<file path="src/rtl/fpio_pkg.sv">
// fpio_pkg: definitions shared by the fpio link blocks.
//   DIV_W      width of the beat-rate divisor port (same encoding as fpio_tx)
//   rx_state_e receiver frame state
//   beats()    number of link beats that make up one assembled word
package fpio_pkg;

  localparam int DIV_W = 32;

  typedef enum logic [1:0] {
    RX_IDLE,
    RX_SAMPLE,
    RX_WAIT_LOW
  } rx_state_e;

  function automatic int beats(input int data_w, input int word_w);
    return word_w / data_w;
  endfunction

endpackage

</file>
<file path="src/rtl/fpio_if.sv">
// fpio_if: the fpio link wires between fpio_tx and fpio_rx.
//   dat    beat data, DATA_WIDTH bits
//   valid  high for the whole frame
interface fpio_if #(
  parameter int DATA_WIDTH = 4
);
  logic [DATA_WIDTH-1:0] dat;
  logic                  valid;

  modport send (output dat, output valid);
  modport recv (input  dat, input  valid);
endinterface

</file>
<file path="src/rtl/fpio_sync_fifo.sv">
// fpio_sync_fifo: single-clock word FIFO with first-word fall-through head.
//   clk, rstn            clock, async active-low reset (empties the FIFO)
//   push_i, push_data_i  write request and word
//   pop_i                remove head; ignored while empty
//   head_o               registered head entry, meaningful when !empty_o
//   full_o, empty_o      occupancy flags
//   level_o              occupancy, 0..DEPTH
//   drop_o               pulses when a push is refused (full with no pop)
module fpio_sync_fifo #(
  parameter int WIDTH = 32,
  parameter int DEPTH = 8
) (
  input  logic                       clk,
  input  logic                       rstn,
  input  logic                       push_i,
  input  logic [WIDTH-1:0]           push_data_i,
  input  logic                       pop_i,
  output logic [WIDTH-1:0]           head_o,
  output logic                       full_o,
  output logic                       empty_o,
  output logic [$clog2(DEPTH):0]     level_o,
  output logic                       drop_o
);
  localparam int AW = $clog2(DEPTH);

  logic [WIDTH-1:0] mem_q [DEPTH];
  // Pointers carry one extra bit so level is a plain subtraction.
  logic [AW:0]      wr_q, rd_q;
  logic             pop_ok, push_ok;

  assign level_o = wr_q - rd_q;
  assign full_o  = (level_o == (AW+1)'(DEPTH));
  assign empty_o = (level_o == '0);
  assign pop_ok  = pop_i && !empty_o;
  // A pop frees the slot on the same edge, so a full FIFO still accepts.
  assign push_ok = push_i && (!full_o || pop_ok);
  assign drop_o  = push_i && !push_ok;
  assign head_o  = mem_q[rd_q[AW-1:0]];

  always_ff @(posedge clk or negedge rstn) begin
    if (!rstn) begin
      wr_q <= '0;
      rd_q <= '0;
      for (int i = 0; i < DEPTH; i++) mem_q[i] <= '0;
    end else begin
      if (push_ok) begin
        mem_q[wr_q[AW-1:0]] <= push_data_i;
        wr_q                <= wr_q + 1'b1;
      end
      if (pop_ok) rd_q <= rd_q + 1'b1;
    end
  end

endmodule

</file>
<file path="src/rtl/fpio_rx.sv">
// fpio_rx: receive side of the fpio link.
//   clk, rstn   clock, async active-low reset
//   en          receiver enable; low drops any partial word
//   divisor     beat period = divisor+1 clk, latched at frame start
//   dat_i       fpio link (dat, valid)
//   rd_*        FIFO head word / valid / ready handshake
//   level       FIFO occupancy
//   overflow    sticky: completed word dropped on full FIFO
//   frame_err   sticky: valid low at a mid-frame sample point
//   clr_err     clears both sticky flags (a same-cycle set wins)
module fpio_rx
  import fpio_pkg::*;
#(
  parameter int DATA_WIDTH = 4,
  parameter int WORD_WIDTH = 32,
  parameter int FIFO_DEPTH = 8
) (
  input  logic                          clk,
  input  logic                          rstn,
  input  logic                          en,
  input  logic [DIV_W-1:0]              divisor,
  fpio_if.recv                          dat_i,
  output logic [WORD_WIDTH-1:0]         rd_data,
  output logic                          rd_valid,
  input  logic                          rd_ready,
  output logic [$clog2(FIFO_DEPTH):0]   level,
  output logic                          overflow,
  output logic                          frame_err,
  input  logic                          clr_err
);
  localparam int BEATS = beats(DATA_WIDTH, WORD_WIDTH);
  localparam int BW    = (BEATS > 1) ? $clog2(BEATS) : 1;

  // Two-flop synchronizers on the link.
  logic [DATA_WIDTH-1:0] dat_s1_q, dat_s_q;
  logic                  vld_s1_q, vld_s_q;

  rx_state_e             state_q, state_d;
  logic [DIV_W-1:0]      cnt_q, cnt_d, div_q, div_d;
  logic [BW-1:0]         beat_q, beat_d;
  logic [WORD_WIDTH-1:0] word_q, word_d, word_nxt;
  logic                  overflow_q, overflow_d, frame_err_q, frame_err_d;
  logic                  push, ferr_set;
  logic                  fifo_full, fifo_empty, fifo_drop;

  always_ff @(posedge clk or negedge rstn) begin
    if (!rstn) begin
      dat_s1_q <= '0;
      dat_s_q  <= '0;
      vld_s1_q <= 1'b0;
      vld_s_q  <= 1'b0;
    end else begin
      dat_s1_q <= dat_i.dat;
      dat_s_q  <= dat_s1_q;
      vld_s1_q <= dat_i.valid;
      vld_s_q  <= vld_s1_q;
    end
  end

  always_ff @(posedge clk or negedge rstn) begin
    if (!rstn) begin
      state_q     <= RX_IDLE;
      cnt_q       <= '0;
      div_q       <= '0;
      beat_q      <= '0;
      word_q      <= '0;
      overflow_q  <= 1'b0;
      frame_err_q <= 1'b0;
    end else begin
      state_q     <= state_d;
      cnt_q       <= cnt_d;
      div_q       <= div_d;
      beat_q      <= beat_d;
      word_q      <= word_d;
      overflow_q  <= overflow_d;
      frame_err_q <= frame_err_d;
    end
  end

  always_comb begin
    state_d  = state_q;
    cnt_d    = cnt_q;
    div_d    = div_q;
    beat_d   = beat_q;
    word_d   = word_q;
    push     = 1'b0;
    ferr_set = 1'b0;
    // Word as it looks once the current beat lands in its slot; this is
    // also the push data so the last beat is not a cycle late.
    word_nxt = word_q;
    word_nxt[beat_q*DATA_WIDTH +: DATA_WIDTH] = dat_s_q;

    unique case (state_q)
      RX_IDLE: begin
        if (en && vld_s_q) begin
          div_d   = divisor;
          cnt_d   = divisor >> 1;   // first sample lands mid-beat
          beat_d  = '0;
          word_d  = '0;
          state_d = RX_SAMPLE;
        end
      end
      RX_SAMPLE: begin
        if (!en) begin
          state_d = RX_IDLE;
        end else if (cnt_q != '0) begin
          cnt_d = cnt_q - DIV_W'(1);
        end else if (!vld_s_q) begin
          ferr_set = 1'b1;
          state_d  = RX_IDLE;
        end else begin
          word_d = word_nxt;
          if (beat_q == BW'(BEATS-1)) begin
            push    = 1'b1;
            state_d = RX_WAIT_LOW;
          end else begin
            beat_d = beat_q + 1'b1;
            cnt_d  = div_q;
          end
        end
      end
      RX_WAIT_LOW: begin
        if (!en || !vld_s_q) state_d = RX_IDLE;
      end
      default: state_d = RX_IDLE;
    endcase
  end

  always_comb begin
    overflow_d  = clr_err ? 1'b0 : overflow_q;
    frame_err_d = clr_err ? 1'b0 : frame_err_q;
    if (fifo_drop) overflow_d  = 1'b1;
    if (ferr_set)  frame_err_d = 1'b1;
  end

  fpio_sync_fifo #(
    .WIDTH (WORD_WIDTH),
    .DEPTH (FIFO_DEPTH)
  ) u_fifo (
    .clk         (clk),
    .rstn        (rstn),
    .push_i      (push),
    .push_data_i (word_nxt),
    .pop_i       (rd_ready),
    .head_o      (rd_data),
    .full_o      (fifo_full),
    .empty_o     (fifo_empty),
    .level_o     (level),
    .drop_o      (fifo_drop)
  );

  assign rd_valid  = !fifo_empty;
  assign overflow  = overflow_q;
  assign frame_err = frame_err_q;

  logic unused_full;
  assign unused_full = fifo_full;

endmodule

</file>
<file path="src/flat_wrapper.sv">
// flat-port wrapper written by rule: the top's interface ports become plain ports
module fpio_rx_flat import fpio_pkg::*;
#(
  parameter int DATA_WIDTH = 4,
  parameter int WORD_WIDTH = 32,
  parameter int FIFO_DEPTH = 8
)
  (clk, rstn, en, divisor, rd_data, rd_valid, rd_ready, level, overflow, frame_err, clr_err, dat_i_dat, dat_i_valid);
  fpio_if #(.DATA_WIDTH(DATA_WIDTH)) dat_i_i ();
  input  logic clk;
  input  logic rstn;
  input  logic en;
  input  logic [DIV_W-1:0] divisor;
  output logic [WORD_WIDTH-1:0] rd_data;
  output logic rd_valid;
  input  logic rd_ready;
  output logic [$clog2(FIFO_DEPTH):0] level;
  output logic overflow;
  output logic frame_err;
  input  logic clr_err;
  input wire logic [$bits(dat_i_i.dat)-1:0] dat_i_dat;
  input wire logic [$bits(dat_i_i.valid)-1:0] dat_i_valid;
  assign dat_i_i.dat = dat_i_dat;
  assign dat_i_i.valid = dat_i_valid;
  fpio_rx #(.DATA_WIDTH(DATA_WIDTH), .WORD_WIDTH(WORD_WIDTH), .FIFO_DEPTH(FIFO_DEPTH)) u_core (.clk(clk), .rstn(rstn), .en(en), .divisor(divisor), .dat_i(dat_i_i), .rd_data(rd_data), .rd_valid(rd_valid), .rd_ready(rd_ready), .level(level), .overflow(overflow), .frame_err(frame_err), .clr_err(clr_err));
endmodule
</file>
<file path="config.mk">
export PLATFORM = sky130hd
export DESIGN_NAME = fpio_rx_flat
export DESIGN_NICKNAME = d
export VERILOG_FILES = /design/src/rtl/fpio_pkg.sv /design/src/rtl/fpio_if.sv /design/src/rtl/fpio_sync_fifo.sv /design/src/rtl/fpio_rx.sv /design/src/flat_wrapper.sv
export SDC_FILE = /design/constraint.sdc
export NUM_CORES = 1
export LEC_CHECK = 0
export BUFFER_PORTS_ARGS = -buffer_cell sky130_fd_sc_hd__buf_2
export CORE_AREA = 5 5 215 217
export DETAILED_ROUTE_END_ITERATION = 6
export DIE_AREA = 0 0 220 222
export HOLD_SLACK_MARGIN = 0.05
export PLACE_DENSITY = 0.63
export SETUP_SLACK_MARGIN = 0.02
export SKIP_CTS_REPAIR_TIMING = 1
export SLEW_MARGIN = 20
export SYNTH_ARGS = -nofsm -noshare
export SYNTH_HDL_FRONTEND = slang
export SYNTH_SLANG_ARGS = --single-unit
</file>
<file path="constraint.sdc">
create_clock -name clk -period 3.5 [get_ports clk]
set_input_delay 0.875 -clock clk [delete_from_list [all_inputs] [get_ports clk]]
set_output_delay 0.875 -clock clk [all_outputs]
set_load 0.01 [all_outputs]
</file>
Word level (Yosys, flattened, before mapping) --
Cells that the tools add are included.
Word-level totals: bits in registers 377, latch bits 0, bits in writable memories 0, bits in read-only memories 0, input bits 42, memories 0
Cells by class: add/sub/neg operators 6, multiply operators 0, div/mod/pow operators 0, magnitude comparators 3, equal/unequal tests 14, shift operators 2, mux-type cells 43, bitwise gates (word level) 2, reduce and logical (&&, ||, !) cells 23
Operators with widths (count):
- two-way mux 32 bit | 12
- bitwise mux 256 bit | 1
- one-hot mux 32 bit (2 select lines) | 2
- binary-select mux 32 bit (select 3 bit) | 1
- demux 32 bit (select 3 bit) | 1
- negation 5 -> 34 bit | 1
- variable shift 4 x 34 -> 32 bit, first input constant | 1
- variable part select 4 x 34 -> 32 bit | 1
- bitwise mux 32 bit | 1
- nonzero test 32 bit | 1
- subtractor 32 x 1 -> 32 bit, second input constant | 1
- two-way mux 3 bit | 5
- two-way mux 1 bit | 12
- two-way mux 2 bit | 6
- AND reduction 5 bit | 2
- adder 4 x 1 -> 4 bit, second input constant | 2
- greater-or-equal comparator 4 bit, second input constant | 2
- NOT 3 -> 4 bit | 2
- != test 2 x 1 -> 1 bit, second input constant | 3
- != test 2 bit, second input constant | 3
- one-hot mux 2 bit (3 select lines) | 1
- one-hot mux 3 bit (2 select lines) | 1
- AND reduction 6 bit | 1
- nonzero test 2 bit | 3
- other kinds (18) | 27

Depth between registers and ports, before layout --
depth after elaboration 10, gate-level depth with buffers 13

By module --
A second synthesis with hierarchy kept.
Unflattened totals: cells, all modules 1430, area, all modules 18495.2 um^2
By module, submodules not included:
- fpio_sync_fifo | instances 1, cells each 779, area an instance 12502.0 um^2, sequential area each 6606.3 um^2
- fpio_rx | instances 1, cells each 651, area an instance 5993.2 um^2, sequential area each 2827.7 um^2

Least setup slack after synthesis --
Ideal clock, no wire load.
path kind register to output, from reg u_core.u_fifo.rd_q[1], to out rd_valid, arrival 2898 ps, data required time 2625 ps, setup slack -273 ps, stages on the path, launching flop included 10, path buffers 2, cell sequence dfrtp_1 buf_1 clkbuf_1 inv_1 ha_1 nor2b_1 o21ai_0 a21oi_1 nor2_1 or2_2
On the way: word-level cells in the longest chain between the ends 3
Ends and longest elaborated chain:
- start: declaration | line fpio_sync_fifo.sv:28 | logic [AW:0] wr_q, rd_q;
- start signal: assignment | line fpio_sync_fifo.sv:50 | if (pop_ok) rd_q <= rd_q + 1'b1;
- subtractor 4 bit | line fpio_sync_fifo.sv:31 | assign level_o = wr_q - rd_q;
- via level[3] | line flat_wrapper.sv:17 | output logic [$clog2(FIFO_DEPTH):0] level;
- logical NOT 4 bit | line fpio_sync_fifo.sv:33 | assign empty_o = (level_o == '0);
- logical NOT 1 bit | line fpio_rx.sv:152 | assign rd_valid = !fifo_empty;
- end: declaration | line flat_wrapper.sv:15 | output logic rd_valid;
The timed path passes the listed nets, and every way through them passes these cells.

Worst setup path in the final report --
from reg u_core.u_fifo.wr_q[0], to out rd_valid
On the way: word-level cells in the longest chain between the ends 3
Ends and longest elaborated chain:
- start: declaration | line fpio_sync_fifo.sv:28
- start signal: assignment | line fpio_sync_fifo.sv:48 | wr_q <= wr_q + 1'b1;
- subtractor 4 bit | line fpio_sync_fifo.sv:31
- logical NOT 4 bit | line fpio_sync_fifo.sv:33
- logical NOT 1 bit | line fpio_rx.sv:152
No other way between the ends.

==> metrics.md <==
| Metric | Value |
|---|---|
| Status | `finished, final reports clean` |
| Site Rows | `77` |
| Placed insts | `about 2.3k` |
| Met2 WL post-DR | `20.63 mm` |
| Proportion of synthesized chip area in sequential cells | `0.5440` |
| DP HPWL | `around 27 mm` |
| Terminus of the critical flop-to-flop path | `u_core.u_fifo.mem_q[135]` |
| Pre-CTS setup slack | `0.2292 ns` |
| CTS tree | `done` |
| PD cells | `between 500 and 600 mW/mm^2` |
| Worst-Margin Slew | `roughly 0.87 ns` |
| CTS Root Cell | `clkbuf_16` |
| FF-to-FF path depth | `11` |
| Hold Violations, Final | `0` |
| # DRC | `0` |
| Setup CP Type | `reg2out` |
| Worst Path Arrival | `between 2 and 3 ns` |
| CP bufs+invs | `3` |
| Reg2Reg Launch Point | `u_core.u_fifo.wr_q[0]` |
| Filler instances | `between 4k and 5k` |
| Syn Std Cell Area | `between 0.015 and 0.02 sq mm` |
| Area growth, synth to finish | `16.75%` |
| Vias in the first global route | `about 14k` |
| Share of the synthesized area in the top cell type | `0.5440` |
| CTS HTree Levels | `2` |
| Synth Instances | `between 1.5k and 2k` |
| Biggest area consumer among synthesized cells | `dfrtp_1` |
| VDD IR-drop max | `about 0.00043 V` |
| Starting DRT DRC Count | `between 1k and 1.5k` |
| CP top delay family | `simple AND/OR/NAND/NOR gates` |
| Yosys warning count | `0` |
| Fin. max-slew vios | `0` |
| Yosys reg bits | `between 300 and 400` |
| Die area | `~0.049 sq mm` |
| Finished Cell Area | `roughly 0.020 sq mm` |
| Required @ worst endpoint | `2.62 ns` |
| Die X | `220 microns` |
| RD Place Congestion | `roughly 0.83` |
| Max Cap Viol | `0` |
| Uppermost routed layer | `met5` |
| Final std cells w/o fill | `approximately 2.4k` |
| Largest net degree at the start of global routing | `83` |
| Ys async rst share | `1.000` |
| Total CTS buffers | `41` |
| Final Skew | `0.02963 ns` |
| WL final | `between 40 and 50 mm` |
| CP max stage delay | `between 0.4 and 0.5 ns` |
| Met3 wire length | `about 2.0 mm` |
| Post-synth EDFFs | `0` |
| RSZ-0062 raised after global routing | `yes` |
| Placed instance area | `about 0.019 sq mm` |
| Ant. Diodes | `0` |
| R2R Setup Slk | `roughly 0.27 ns` |
| First-pass GRT wire length | `~73 mm` |
| Layout cell share with drive strength beyond 1 | `0.1675` |
| Setup slack after layout | `~0.056 ns` |
| # setup viols final | `0` |
| Critical-path cell list | `inv_4 > ha_4 > inv_1 > fa_2 > xor2_2 > or3_4 > or2_4 > buf_6` |
| Top-Level Pins | `81` |
| Core Box Area | `roughly 0.044 sq mm` |
| Commonest non-fill, non-tap cells in the layout | `nand2_1, dfrtp_1, o21ai_0, buf_2, mux4_2` |
| Starting Density | `0.3947` |
| Average size of a mapped cell | `approximately 10 sq um` |
| P_leak | `~9 nW` |
| Sink Count | `between 300 and 400` |
| Syn nets | `1,782` |
| WHS | `around 0.30 ns` |
| WL met1 | `around 20 mm` |
| DRT Pass-1 Iters | `6` |
| Commonest non-fill, non-tap cell in the layout | `nand2_1` |
| Slowest CP cell | `dfrtp_2` |
| Overflow after GRT | `0` |
| Distinct cells, synth | `56` |
| WL/cell | `18.29 microns` |
| Nature of the critical path endpoint | `primary output` |
| Die H | `roughly 220 microns` |
| Max Buffers Root-to-Sink | `3` |
| Via density | `between 5 and 6` |
| CP Launch Type | `flop` |
| Final Util | `0.4609` |
| Worst Hold Class | `in2async` |
| Ys flop type | `dfrtp_1` |
| Area contributors post-synth | `dfrtp_1, nand2_1, mux4_2` |
| Worst slew margin | `0.4029` |
| Final nets | `1,838` |
| Later-pin clock latency in the skew report | `about 0.57 ns` |
| Fin crit share | `0.9839` |
| GRT Total Usage | `0.1842` |
| Count of input and output buffers | `80` |
| Tmin final | `3.444 ns` |
| Via count | `about 13k` |
| Final ANT Viol Nets | `0` |
| Clock transition at path regs | `~0.060 ns` |
| Initial antenna violation count | `1` |
| Achievable frequency | `0.2904 GHz` |
| Crit-path max FO | `4` |
==> state kept, by name (all words and copies together), names as in the netlist <==
signal	cells
u_core.u_fifo.mem_q	256
u_core.cnt_q	32
u_core.div_q	32
u_core.word_q	32
u_core.dat_s1_q	4
u_core.dat_s_q	4
u_core.u_fifo.rd_q	4
u_core.u_fifo.wr_q	4
u_core.beat_q	3
u_core.state_q	2
u_core.frame_err	1
u_core.overflow	1
u_core.vld_s1_q	1
u_core.vld_s_q	1
==> report_power, final <==
| group | internal (mW) | total (mW) | switching (mW) |
|---|---|---|---|
| clock network | 2.89 | 4.70 | 1.82 |
| registers | 4.53 | 4.70 | 0.170 |
| logic | 0.673 | 1.84 | 1.17 |
==> final cells by class <==
class / instances / area (sq um) / area share
sequential: 377 / 9440 / 0.4663
tap: 592 / 740.7 / 0.03658
clock inverter: 17 / 274.0 / 0.01353
clock buffer: 57 / 1217 / 0.06013
inverter: 21 / 83.83 / 0.004140
timing repair buffer: 134 / 1005 / 0.04962
multi-input combinational: 1209 / 7486 / 0.3697
==> how the worst max path moves through the flow <==
stage	endpoint	slack (ns)	from	depth (start not counted)
floorplan	u_core.u_fifo.mem_q[0]	0.04	u_core.u_fifo.rd_q[1]	12
finish	rd_valid	0.06	u_core.u_fifo.wr_q[0]	8
CTS	rd_valid	-0.24	u_core.u_fifo.wr_q[0]	8
detailed placement	u_core.u_fifo.wr_q[1]	0.23	u_core.u_fifo.wr_q[0]	10
global placement	u_core.u_fifo.wr_q[1]	0.31	u_core.u_fifo.wr_q[0]	10
global route	rd_valid	-0.01	u_core.u_fifo.wr_q[0]	8
==> synth_stat cells, types with 8 or more instances <==
master and number:
ha_1 11, clkbuf_1 87, mux4_2 64, a211oi_1 13, o31ai_1 37, o211ai_1 8, or3_1 9, nor2_1 39
nor4_1 16, o21ai_0 283, a31oi_1 8, xnor2_1 14, nor3_1 21, nand2_1 521, buf_1 22, and3_1 8
dfrtp_1 377, nand3_1 17, a21oi_1 25, mux2i_1 32, inv_1 20, o22a_1 9
==> routing by layer <==
layer  vias to the layer above  global-route usage
li1                       6142                   -
met1                      6599              0.2645
met2                       284              0.2875
met3                        73             0.03113
met4                         2             0.05738
met5                         -                   0
==> cell families (layout without fill, tap and decap cells) <==
group,count (synthesis),count (layout),share of synthesized area
mux,100,100,0.1042
flops,377,377,0.5440
compound gates,419,419,0.1429
simple gates,657,657,0.1556
fa+ha+maj,12,12,0.009091
buf+inv,142,229,0.03369
xor+xnor,21,21,0.01061
==> through the flow <==
stage	power (mW)	TNS (ns)
finish	11.24	0
CTS	11.33	-0.2358
detailed placement	6.590	0
global placement	6.585	0
floorplan	5.909	0
global route	11.73	-0.01300
(Power assumes the default switching activity.)
